### src/rtl/control_fsm_pkg.sv
// -----------------------------------------------------------------------------
// control_fsm_pkg
//
// Shared opcode package for the 16-bit core. It holds the instruction
// encodings (Opcode_t, Branch_t), the datapath select enums (ALU function,
// PC source, operand-1 source), the sequencer state enum, and the bit
// positions that split the shared Type C (LDW/STW) and Type E (PUSH/POP)
// opcodes.
//
// Instruction layout:
//   Instr[15:11]  opcode
//   Instr[10:8]   branch condition (Type D)
//   Instr[7]      1 = PUSH, 0 = POP (Type E)
//   Instr[4]      1 = STW,  0 = LDW (Type C)
//
// Helper functions map an ALU opcode to its ALU function and tell whether
// the opcode writes the register file.
// -----------------------------------------------------------------------------
package control_fsm_pkg;

    typedef enum logic [4:0] {
        OP_NOP      = 5'b00000,
        OP_LUI      = 5'b00001,
        OP_LLI      = 5'b00010,
        OP_NEG      = 5'b00011,
        OP_ADD      = 5'b00100,
        OP_ADDI     = 5'b00101,
        OP_ADC      = 5'b00110,
        OP_ADCI     = 5'b00111,
        OP_SUB      = 5'b01000,
        OP_SUBI     = 5'b01001,
        OP_SUC      = 5'b01010,
        OP_SUCI     = 5'b01011,
        OP_NOT      = 5'b01100,
        OP_CMP      = 5'b01101,
        OP_AND      = 5'b01110,
        OP_OR       = 5'b01111,
        OP_XOR      = 5'b10000,
        OP_NAND     = 5'b10001,
        OP_NOR      = 5'b10010,
        OP_LSL      = 5'b10011,
        OP_LSR      = 5'b10100,
        OP_ASR      = 5'b10101,
        OP_LDW_STW  = 5'b10110,
        OP_PUSH_POP = 5'b10111,
        OP_BRANCH   = 5'b11000
    } Opcode_t;

    typedef enum logic [2:0] {
        BR  = 3'd0,
        BWL = 3'd1,
        RET = 3'd2,
        JMP = 3'd3,
        BE  = 3'd4,
        BNE = 3'd5,
        BLT = 3'd6,
        BGE = 3'd7
    } Branch_t;

    typedef enum logic [3:0] {
        FnNOP = 4'd0,
        FnADD = 4'd1,
        FnSUB = 4'd2,
        FnAND = 4'd3,
        FnOR  = 4'd4,
        FnNOT = 4'd5,
        FnLSL = 4'd6,
        FnLSR = 4'd7,
        FnACC = 4'd8
    } alu_functions_t;

    typedef enum logic [1:0] {
        Pc1      = 2'd0,
        PcAluOut = 2'd1,
        PcLr     = 2'd2
    } pc_select_t;

    typedef enum logic [1:0] {
        Op1Pc  = 2'd0,
        Op1Rd1 = 2'd1,
        Op1Sp  = 2'd2
    } Op1_select_t;

    typedef enum logic [2:0] {
        IDLE  = 3'd0,
        FETCH = 3'd1,
        EXEC  = 3'd2,
        MEM   = 3'd3,
        WB    = 3'd4
    } control_state_t;

    // Select bits that split the shared Type C / Type E opcodes.
    localparam int unsigned TYPE_C_STW_BIT  = 4;
    localparam int unsigned TYPE_E_PUSH_BIT = 7;

    // ALU function for a register-to-register / immediate ALU opcode.
    // Anything that is not an ALU opcode (including unknown encodings)
    // maps to FnNOP, which is how unrecognised opcodes end up as NOPs.
    function automatic alu_functions_t alu_func_for(input Opcode_t op);
        alu_functions_t fn;
        fn = FnNOP;
        case (op)
            OP_ADD, OP_ADDI, OP_ADC, OP_ADCI:                 fn = FnADD;
            OP_SUB, OP_SUBI, OP_SUC, OP_SUCI, OP_NEG, OP_CMP: fn = FnSUB;
            OP_AND:                                           fn = FnAND;
            OP_OR, OP_XOR, OP_NAND, OP_NOR:                   fn = FnOR;
            OP_NOT:                                           fn = FnNOT;
            OP_LSL:                                           fn = FnLSL;
            OP_LSR, OP_ASR:                                   fn = FnLSR;
            OP_LUI, OP_LLI:                                   fn = FnACC;
            default:                                          fn = FnNOP;
        endcase
        return fn;
    endfunction

    // Every ALU opcode writes its result back except CMP (flags only).
    // NOP and unknown encodings have no ALU function and so never write.
    function automatic logic alu_writes_reg(input Opcode_t op);
        return (alu_func_for(op) != FnNOP) && (op != OP_CMP);
    endfunction

endpackage

### src/rtl/control_fsm_if.sv
// -----------------------------------------------------------------------------
// control_fsm_if
//
// Bundle between the instruction sequencer and the datapath / bus.
//   Instr      16  instruction register contents (valid from EXEC onward)
//   Z, N        1  flags from the last flag-setting ALU operation
//   MemAck      1  bus transfer complete (wait-state builds only)
//   AluFunc     4  ALU function select
//   PcSel       2  PC source select
//   Op1Sel      2  ALU operand-1 source select
//   PcWe, IrWe, RegWe, SpWe, LrWe   datapath register write enables
//   MemRead, MemWrite               bus strobes
//   AddrSel     1  0 = address from PC, 1 = address from ALU output
//
// master: the sequencer (drives controls, reads instruction/flags/ack).
// slave : the datapath/bus side.
// -----------------------------------------------------------------------------
interface control_fsm_if;
    import control_fsm_pkg::*;

    logic [15:0]    Instr;
    logic           Z;
    logic           N;
    logic           MemAck;

    alu_functions_t AluFunc;
    pc_select_t     PcSel;
    Op1_select_t    Op1Sel;
    logic           PcWe;
    logic           IrWe;
    logic           RegWe;
    logic           SpWe;
    logic           LrWe;
    logic           MemRead;
    logic           MemWrite;
    logic           AddrSel;

    modport master (
        input  Instr, Z, N, MemAck,
        output AluFunc, PcSel, Op1Sel,
        output PcWe, IrWe, RegWe, SpWe, LrWe,
        output MemRead, MemWrite, AddrSel
    );

    modport slave (
        output Instr, Z, N, MemAck,
        input  AluFunc, PcSel, Op1Sel,
        input  PcWe, IrWe, RegWe, SpWe, LrWe,
        input  MemRead, MemWrite, AddrSel
    );

endinterface

### src/rtl/control_fsm_branch_cond.sv
// -----------------------------------------------------------------------------
// branch_cond
//
// Purely combinational branch-condition evaluator.
//   cond   in  3  Branch_t field of a Type D instruction
//   z      in  1  zero flag
//   n      in  1  negative flag
//   taken  out 1  1 when the branch redirects the PC
//
// BR, BWL, RET and JMP are unconditional.
// -----------------------------------------------------------------------------
module branch_cond
    import control_fsm_pkg::*;
(
    input  Branch_t cond,
    input  logic    z,
    input  logic    n,
    output logic    taken
);

    always_comb begin
        taken = 1'b0;
        case (cond)
            BR, BWL, RET, JMP: taken = 1'b1;
            BE:                taken = z;
            BNE:               taken = ~z;
            BLT:               taken = n;
            BGE:               taken = ~n;
            default:           taken = 1'b0;
        endcase
    end

endmodule

### src/rtl/control_fsm.sv
// -----------------------------------------------------------------------------
// control_fsm
//
// Multi-cycle instruction sequencer: IDLE -> FETCH -> EXEC [-> MEM [-> WB]].
// Only the state is registered; every control output is decoded
// combinationally from the state and the instruction register.
//
// Ports
//   Clock   in   system clock, rising edge
//   nReset  in   asynchronous active-low reset
//   bus     control_fsm_if.master (instruction, flags, MemAck, controls)
//
// Latency (no wait states): ALU/branch 2 cycles, LDW/STW/PUSH 3, POP 4.
//
// Build option CONTROL_WAIT_STATE_EN: when defined, FETCH and MEM hold with
// their strobe asserted until MemAck=1, and the write enables of those
// states are gated by MemAck so each fires exactly once. When undefined,
// MemAck is ignored and every bus access completes in one cycle.
// -----------------------------------------------------------------------------
module control_fsm
    import control_fsm_pkg::*;
(
    input  logic          Clock,
    input  logic          nReset,
    control_fsm_if.master bus
);

    control_state_t state_reg;
    control_state_t state_next;

    Opcode_t        opcode;
    Branch_t        branch_code;
    logic           is_store;
    logic           is_push;
    logic           branch_taken;
    logic           bus_done;

    alu_functions_t alu_func;
    pc_select_t     pc_sel;
    Op1_select_t    op1_sel;
    logic           pc_we;
    logic           ir_we;
    logic           reg_we;
    logic           sp_we;
    logic           lr_we;
    logic           mem_read;
    logic           mem_write;
    logic           addr_sel;

    // Instruction fields.
    assign opcode      = Opcode_t'(bus.Instr[15:11]);
    assign branch_code = Branch_t'(bus.Instr[10:8]);
    assign is_store    = bus.Instr[TYPE_C_STW_BIT];
    assign is_push     = bus.Instr[TYPE_E_PUSH_BIT];

    // Operand/immediate bits are consumed by the datapath, not here.
    logic [5:0] unused_instr_bits;
    assign unused_instr_bits = {bus.Instr[6:5], bus.Instr[3:0]};

`ifdef CONTROL_WAIT_STATE_EN
    assign bus_done = bus.MemAck;
`else
    logic unused_mem_ack;
    assign unused_mem_ack = bus.MemAck;
    assign bus_done       = 1'b1;
`endif

    branch_cond u_branch_cond (
        .cond  (branch_code),
        .z     (bus.Z),
        .n     (bus.N),
        .taken (branch_taken)
    );

    // State register. The asynchronous reset drops straight to IDLE, whose
    // outputs are all inactive, so an abandoned instruction writes nothing.
    always_ff @(posedge Clock or negedge nReset) begin
        if (!nReset) begin
            state_reg <= IDLE;
        end else begin
            state_reg <= state_next;
        end
    end

    // Next-state and output decode.
    always_comb begin
        state_next = state_reg;
        alu_func   = FnNOP;
        pc_sel     = Pc1;
        op1_sel    = Op1Pc;
        pc_we      = 1'b0;
        ir_we      = 1'b0;
        reg_we     = 1'b0;
        sp_we      = 1'b0;
        lr_we      = 1'b0;
        mem_read   = 1'b0;
        mem_write  = 1'b0;
        addr_sel   = 1'b0;

        unique case (state_reg)
            IDLE: begin
                state_next = FETCH;
            end

            FETCH: begin
                // Read at PC, latch IR and advance PC once the bus completes.
                mem_read = 1'b1;
                addr_sel = 1'b0;
                pc_sel   = Pc1;
                ir_we    = bus_done;
                pc_we    = bus_done;
                if (bus_done) begin
                    state_next = EXEC;
                end
            end

            EXEC: begin
                state_next = FETCH;
                case (opcode)
                    OP_LDW_STW: begin
                        // Effective address Ra + offset.
                        alu_func   = FnADD;
                        op1_sel    = Op1Rd1;
                        state_next = MEM;
                    end

                    OP_PUSH_POP: begin
                        // PUSH pre-decrements SP; POP does its writes later.
                        if (is_push) begin
                            alu_func = FnSUB;
                            op1_sel  = Op1Sp;
                            sp_we    = 1'b1;
                        end
                        state_next = MEM;
                    end

                    OP_BRANCH: begin
                        // Default is PC-relative (PC + offset); the
                        // condition only gates the PC write.
                        alu_func = FnADD;
                        op1_sel  = Op1Pc;
                        pc_sel   = PcAluOut;
                        pc_we    = branch_taken;
                        case (branch_code)
                            BWL: lr_we = 1'b1;
                            RET: begin
                                alu_func = FnNOP;
                                pc_sel   = PcLr;
                            end
                            JMP: op1_sel = Op1Rd1;
                            default: ;
                        endcase
                    end

                    default: begin
                        // ALU ops; NOP and unknown opcodes decode to
                        // FnNOP with no register write.
                        alu_func = alu_func_for(opcode);
                        if (alu_func != FnNOP) begin
                            op1_sel = Op1Rd1;
                        end
                        reg_we = alu_writes_reg(opcode);
                    end
                endcase
            end

            MEM: begin
                addr_sel = 1'b1;
                if (bus_done) begin
                    state_next = FETCH;
                end
                if ((opcode == OP_LDW_STW && is_store) ||
                    (opcode == OP_PUSH_POP && is_push)) begin
                    mem_write = 1'b1;
                end else if (opcode == OP_PUSH_POP) begin
                    // POP: load from the current SP, increment it in WB.
                    mem_read = 1'b1;
                    reg_we   = bus_done;
                    op1_sel  = Op1Sp;
                    if (bus_done) begin
                        state_next = WB;
                    end
                end else if (opcode == OP_LDW_STW) begin
                    mem_read = 1'b1;
                    reg_we   = bus_done;
                end else begin
                    // MEM is only entered for Type C/E; anything else is
                    // abandoned without a bus access.
                    addr_sel   = 1'b0;
                    state_next = FETCH;
                end
            end

            WB: begin
                alu_func   = FnADD;
                op1_sel    = Op1Sp;
                sp_we      = 1'b1;
                state_next = FETCH;
            end

            default: begin
                state_next = IDLE;
            end
        endcase
    end

    assign bus.AluFunc  = alu_func;
    assign bus.PcSel    = pc_sel;
    assign bus.Op1Sel   = op1_sel;
    assign bus.PcWe     = pc_we;
    assign bus.IrWe     = ir_we;
    assign bus.RegWe    = reg_we;
    assign bus.SpWe     = sp_we;
    assign bus.LrWe     = lr_we;
    assign bus.MemRead  = mem_read;
    assign bus.MemWrite = mem_write;
    assign bus.AddrSel  = addr_sel;

endmodule

### src/flat_wrapper.sv
// flat-port wrapper written by rule: the top's interface ports become plain ports
module control_fsm_flat import control_fsm_pkg::*;
  (Clock, nReset, bus_Instr, bus_Z, bus_N, bus_MemAck, bus_AluFunc, bus_PcSel, bus_Op1Sel, bus_PcWe, bus_IrWe, bus_RegWe, bus_SpWe, bus_LrWe, bus_MemRead, bus_MemWrite, bus_AddrSel);
  control_fsm_if bus_i ();
  input  logic Clock;
  input  logic nReset;
  input wire logic [$bits(bus_i.Instr)-1:0] bus_Instr;
  input wire logic [$bits(bus_i.Z)-1:0] bus_Z;
  input wire logic [$bits(bus_i.N)-1:0] bus_N;
  input wire logic [$bits(bus_i.MemAck)-1:0] bus_MemAck;
  output wire logic [$bits(bus_i.AluFunc)-1:0] bus_AluFunc;
  output wire logic [$bits(bus_i.PcSel)-1:0] bus_PcSel;
  output wire logic [$bits(bus_i.Op1Sel)-1:0] bus_Op1Sel;
  output wire logic [$bits(bus_i.PcWe)-1:0] bus_PcWe;
  output wire logic [$bits(bus_i.IrWe)-1:0] bus_IrWe;
  output wire logic [$bits(bus_i.RegWe)-1:0] bus_RegWe;
  output wire logic [$bits(bus_i.SpWe)-1:0] bus_SpWe;
  output wire logic [$bits(bus_i.LrWe)-1:0] bus_LrWe;
  output wire logic [$bits(bus_i.MemRead)-1:0] bus_MemRead;
  output wire logic [$bits(bus_i.MemWrite)-1:0] bus_MemWrite;
  output wire logic [$bits(bus_i.AddrSel)-1:0] bus_AddrSel;
  assign bus_i.Instr = bus_Instr;
  assign bus_i.Z = bus_Z;
  assign bus_i.N = bus_N;
  assign bus_i.MemAck = bus_MemAck;
  assign bus_AluFunc = bus_i.AluFunc;
  assign bus_PcSel = bus_i.PcSel;
  assign bus_Op1Sel = bus_i.Op1Sel;
  assign bus_PcWe = bus_i.PcWe;
  assign bus_IrWe = bus_i.IrWe;
  assign bus_RegWe = bus_i.RegWe;
  assign bus_SpWe = bus_i.SpWe;
  assign bus_LrWe = bus_i.LrWe;
  assign bus_MemRead = bus_i.MemRead;
  assign bus_MemWrite = bus_i.MemWrite;
  assign bus_AddrSel = bus_i.AddrSel;
  control_fsm u_core (.Clock(Clock), .nReset(nReset), .bus(bus_i));
endmodule
### config.mk
export PLATFORM = sky130hd
export DESIGN_NAME = control_fsm_flat
export DESIGN_NICKNAME = d
export VERILOG_FILES = /design/src/rtl/control_fsm_pkg.sv /design/src/rtl/control_fsm_if.sv /design/src/rtl/control_fsm_branch_cond.sv /design/src/rtl/control_fsm.sv /design/src/flat_wrapper.sv
export SDC_FILE = /design/constraint.sdc
export NUM_CORES = 1
export LEC_CHECK = 0
export ABC_AREA = 1
export CORE_MARGIN = 10
export CORE_UTILIZATION = 35
export CTS_CLUSTER_DIAMETER = 150
export CTS_CLUSTER_SIZE = 25
export DETAILED_ROUTE_END_ITERATION = 10
export PLACE_DENSITY_LB_ADDON = 0.15
export REMOVE_ABC_BUFFERS = 1
export SLEW_MARGIN = 30
export SYNTH_ARGS = -nofsm -noshare
export SYNTH_HDL_FRONTEND = slang
export SYNTH_HIERARCHICAL = 1
export SYNTH_SLANG_ARGS = --single-unit
### constraint.sdc
create_clock -name Clock -period 1.6 [get_ports Clock]
set_clock_uncertainty 0.1 [all_clocks]
set_input_delay 0.32 -clock Clock [delete_from_list [all_inputs] [get_ports Clock]]
set_output_delay 0.32 -clock Clock [all_outputs]
set_load 0.01 [all_outputs]
## Word-level counts from Yosys, hierarchy flattened

Memory sizes are Yosys's and may differ from the RTL's.
Index checks and enable logic that the tools add are counted.

- Register bits after elaboration: 3
- Memory bits (read-only): 256
- Input bits: 21
- Memories kept: 2

- Equality and inequality tests: 15
- Mux-type cells: 42
- Bitwise logic cells: 2
- Reduce and logical (&&, ||, !) cells: 12

Memory list:

| name | words | bits a word | rd ports | clocked after Yosys merged registers in | write ports | line | source |
|---|---|---|---|---|---|---|---|
| (no name shown) | 32 | 4 | 1 | 0 | 0 | control_fsm_pkg.sv:102 | `case (op)` |
| (no name shown) | 32 | 4 | 1 | 0 | 0 | control_fsm_pkg.sv:102 |  |

Operators with widths:

| kind | count |
|---|---|
| 2-to-1 mux 1 bit | 18 |
| 2-to-1 mux 2 bit | 8 |
| 2-to-1 mux 4 bit | 4 |
| == test 3 bit (second input constant) | 5 |
| == test 5 bit (second input constant) | 3 |
| == test 3 x 2 -> 1 bit (second input constant) | 4 |
| one-hot mux 2 bit (3 select lines) | 2 |
| one-hot mux 3 bit (4 select lines) | 1 |
| one-hot mux 4 bit (3 select lines) | 1 |
| one-hot mux 1 bit (2 select lines) | 4 |
| one-hot mux 4 bit (2 select lines) | 1 |
| nonzero test 4 bit | 2 |
| == test 3 x 1 -> 1 bit (second input constant) | 2 |
| logical NOT 3 bit | 2 |
| 2-to-1 mux 3 bit | 2 |
| != test 5 x 4 -> 1 bit (second input constant) | 1 |
| one-hot mux 1 bit (5 select lines) | 1 |
| OR reduction 2 bit | 2 |
| OR reduction 4 bit | 1 |
| logical AND 1 bit | 3 |
| OR reduction 3 bit | 1 |
| inverter 1 bit | 2 |
| logical OR 1 bit | 1 |

## Depth between registers and ports, before layout

- Depth after elaboration: 8
- Gate-level depth with buffers: 11

## Hierarchy

Netlist, hierarchy kept.

Modules (own cells, without submodules):

| module | times used | cells each | area each (um^2) | seq. area each (um^2) |
|---|---|---|---|---|
| control_fsm | 1 | 110 | 610.6 | 75.1 |
| branch_cond | 1 | 11 | 45.0 | 0.0 |

## Least setup slack after synthesis

OpenSTA, ideal clock, no wires.

- Path type: input to output
- Start: input port bus_Instr[11]
- End: output port bus_AluFunc[1]
- Arrival: 1173 ps
- Data required time: 1180 ps
- Path slack: 7 ps
- Stages: 4
- Path through: ha_1 > o211ai_1 > nand3_1 > o21ai_0

- Word-level cells in the longest chain between the ends: 5
- Elaborated cells on any way between the ends: 8
- Those cells by class: eq/ne: 3; mux: 4; memory: 1

Ends and longest elaborated chain:

| what | line | source |
|---|---|---|
| start, declared | flat_wrapper.sv:7 | `input wire logic [$bits(bus_i.Instr)-1:0] bus_Instr;` |
| memory (32 x 4 bit) | - |  |
| 2-to-1 mux 4 bit | control_fsm.sv:119 | `case (opcode)` |
| 2-to-1 mux 4 bit | control_fsm.sv:100 | `unique case (state_reg)` |
| one-hot mux 4 bit (3 select lines) (*) | control_fsm.sv:119 |  |
| one-hot mux 4 bit (2 select lines) (*) | control_fsm.sv:100 |  |
| end, declared | flat_wrapper.sv:11 | `output wire logic [$bits(bus_i.AluFunc)-1:0] bus_AluFunc;` |

Every way passes the cells marked *; elsewhere a longest branch is shown, timed or not. The select of a mux whose other input is x is not followed.

## Worst setup path in the final report

- Start: register u_core.state_reg[2]
- End: output port bus_AluFunc[1]

- Word-level cells in the longest chain between the ends: 2
- Elaborated cells on any way between the ends: 3
- Those cells by class: eq/ne: 2; mux: 1

Ends and longest elaborated chain:

| what | line | source |
|---|---|---|
| start, declared | control_fsm.sv:28 | `control_state_t state_reg;` |
| start signal, assigned | control_fsm.sv:81 | `state_reg <= state_next;` |
| == test 3 bit or == test 3 x 2 -> 1 bit (tied branches) | control_fsm.sv:100 |  |
| one-hot mux 4 bit (2 select lines) (*) | control_fsm.sv:100 |  |

Every way passes the cells marked *; elsewhere a longest branch is shown, timed or not.

==> qor.txt <==
Worst-path clk slew: 0.04 ns
ys async rst share: 100%
Worst Slack Setup Final: -0.356 ns
CTS sink cnt: 3
DP Area: 0.00114 mm2
# IOs: 37
CTS Buffer Depth: 2
Via Count: 990
Chip Height: 63.3 um
Sequential Power Share: 10.8%
combinational power share: 76.5%
Residual DRC: 0
synth unique cells: 23
core box area: 0.00175 mm2
Net Switching: 525 uW
GRT overflow: 0
Crit path required time: 1.18 ns
initial antenna violation count: 0
num rows: 15
MaxCap Viol Count: 0
Setup CP Type: register to primary output
Fillers: 128
cts hold-fix bufs: 0
Worst VDD drop: 786 uV
Slew HR: 76.4%
DP HPWL: 1.81 mm
Max Slew Vio Count: 0
Worst Path Arrival: 1.54 ns
design area: 0.00136 mm2
Root Buffer: clkbuf_4
violated checks: negative setup slack
GRT Overall Usage: 12.8%
Mapped Area: 656 um2
Buf/Inv on CP: 2
delay-heaviest family, CP: flip-flops
vias in the first global route: 1030
CTS H-Tree Depth: 1
Leak: 0.724 nW
slowest CP cell: dfrtp_1
Hold Vio Cnt, Final: 0
number of synthesized flops with an enable pin: 0
initial core utilization: 37.6%
Final setup viols: 16
Initial DRC Count: 26
Avg WL per Cell: 12.7 um
Layout area overhead: 107%
Min Clock Period, post-route: 1.96 ns
drt total wl: 2.67 mm
width of the chip: 63.3 um
fmax: 511 MHz
NumNets Final: 211
CTS buffer count: 3
outcome: finished, violations left
reg2reg start: u_core/state_reg[2]
GP Congestion: 0.798
critical path launch point type: register
CTS tree: yes
sequential share of the synthesized area: 11.5%
first-pass GRT wire length: 4.34 mm
PD cells: 875 mW/mm2
clk_lat worst skew: 0.25 ns
Synth warnings: 6
Setup WS pre-CTS: -1.11 ns
clock power share: 12.6%
die footprint: 0.00400 mm2
sw frac: 44.2%
final antenna-violating net count: 0
Worst Tran Pin Value: 0.352 ns
RR Endpoint: u_core/state_reg[1]
ANT cells: 0
share of post-route cells with drive strength above 1: 55.7%
Post-Syn Area per Cell: 5.42 um2
unrepaired setup endpoints after global routing: true
Most used DFF post-synth: dfrtp_1
crit share post-route: 122%
largest net degree at the start of global routing: 8
Pre-antenna DRT Iters: 4
Gate Count Post-Synth: 121
Setup crit end kind: primary output
cell-internal power: 664 uW
Synth Register Bits: 3
max FFs per register: 3
Tot Pwr: 1.19 mW
Largest stage delay, worst path: 0.40 ns
worst-case reg-to-reg path depth: 6
I/O Buffers: 29
CP cell instances: nor3_4 -> buf_6 -> nand3_4 -> o21ai_0 -> buf_2
critical-path maximum fanout: 4
R2R Setup Slk: 0.09 ns
worst min path class: primary input to async pin
vias per cell: 4.71
worst max path at each step:
stage	cells after the start	end	slack, ns	from
after floorplan	4	bus_AluFunc[1]	0.007	bus_Instr[11]
after global placement	11	bus_Op1Sel[0]	-1.07	bus_Instr[12]
after detailed placement	11	bus_Op1Sel[0]	-1.11	bus_Instr[12]
after CTS	7	bus_RegWe	-0.31	u_core/state_reg[0]
after global routing	7	bus_RegWe	-0.45	u_core/state_reg[2]
final	5	bus_AluFunc[1]	-0.36	u_core/state_reg[2]
kinds of logic after synthesis:
kind of cell | Yosys count | synth area share [%]
and+or+nand+nor | 80 | 58.0
buffers and inverters | 27 | 17.2
AOI/OAI and AO/OA | 7 | 5.73
adders and majority gates | 4 | 7.63
DFF | 3 | 11.5
worst reg2reg max path: stages, from the launching register on:
cell and delay, ns:
dfrtp_1 0.40, nor3_4 0.30, buf_4 0.17, buf_6 0.09
inv_4 0.03, buf_4 0.12, o21ai_0 0.20
cell type report:
class / instances / area [um2] / area share, %
clock buffer: 4 / 26.3 / 1.93
inverter: 25 / 101 / 7.46
multi-input combinational: 91 / 641 / 47.1
sequential: 3 / 75.1 / 5.52
tap: 25 / 31.3 / 2.30
timing repair buffer: 62 / 484 / 35.6
power by group through the flow:
stage	Combinational (mW)	Sequential, mW	Clock (mW)
global placement	0.672	0.125	0
floorplan	0.272	0.125	0
CTS	0.825	0.126	0.148
global route	0.979	0.132	0.159
detailed placement	0.686	0.125	0
finish	0.910	0.129	0.150
metrics by stage:
| step | hold WS [ns] | instances | utilization, % | TNS (ns) |
|---|---|---|---|---|
| final | 0.145 | 210 | 77.8 | -3.97 |
| after global routing | 0.158 | 210 | 77.8 | -5.23 |
| after global placement | 0.406 | 197 | 65.2 | -15.20 |
| after CTS | 0.148 | 208 | 73.9 | -3.63 |
| after floorplan | -0.0756 | 119 | - | 0 |
| after detailed placement | 0.410 | 197 | 65.2 | -15.88 |
layout by cell type (no fill, tap or decap), drive strengths merged:
cell type      Yosys  routed
buf                2      52
nand2             40      40
inv               25      25
nor2              17      17
nand3             16      16
clkbuf             0       5
dlygate4sd2        0       4
clkdlybuf4s50      0       4
ha                 4       4
o21ai              4       4
nor3               3       3
dfrtp              3       3
a21oi              2       2
clkdlybuf4s15      0       1
o211ai             1       1
nand4              1       1
nand3b             1       1
or2                1       1
nor4               1       1
per-layer routing:
layer / up-vias / global-route usage, % / part of all wire (%)
met2: 35 / 24.7 / 52
met4: 0 / 5.19 / 1.4
li1: 498 / - / -
met1: 452 / 13.5 / 42
met5: - / 0 / 0
met3: 5 / 1.41 / 4.0
Yosys cell counts, types with 2 or more instances:
| master | number | area [um2] |
|---|---|---|
| ha_1 | 4 | 50.1 |
| nor2_1 | 14 | 52.6 |
| inv_2 | 4 | 15.0 |
| inv_1 | 21 | 78.8 |
| a21oi_1 | 2 | 10.0 |
| nand2_2 | 2 | 12.5 |
| o21ai_0 | 4 | 20.0 |
| nand2_1 | 38 | 143 |
| nor2_2 | 2 | 12.5 |
| nand3_1 | 15 | 75.1 |
| dfrtp_1 | 3 | 75.1 |
repair_timing:
| action | 4_1_cts | 5_1_grt |
|---|---|---|
| setup buffers | 8 | 2 |
| gates resized for setup | 129 | 21 |
| pin swaps | 19 | 12 |
| setup endpoints to repair | 18 | 16 |
Note: power is estimated with default switching activity, not from simulation.
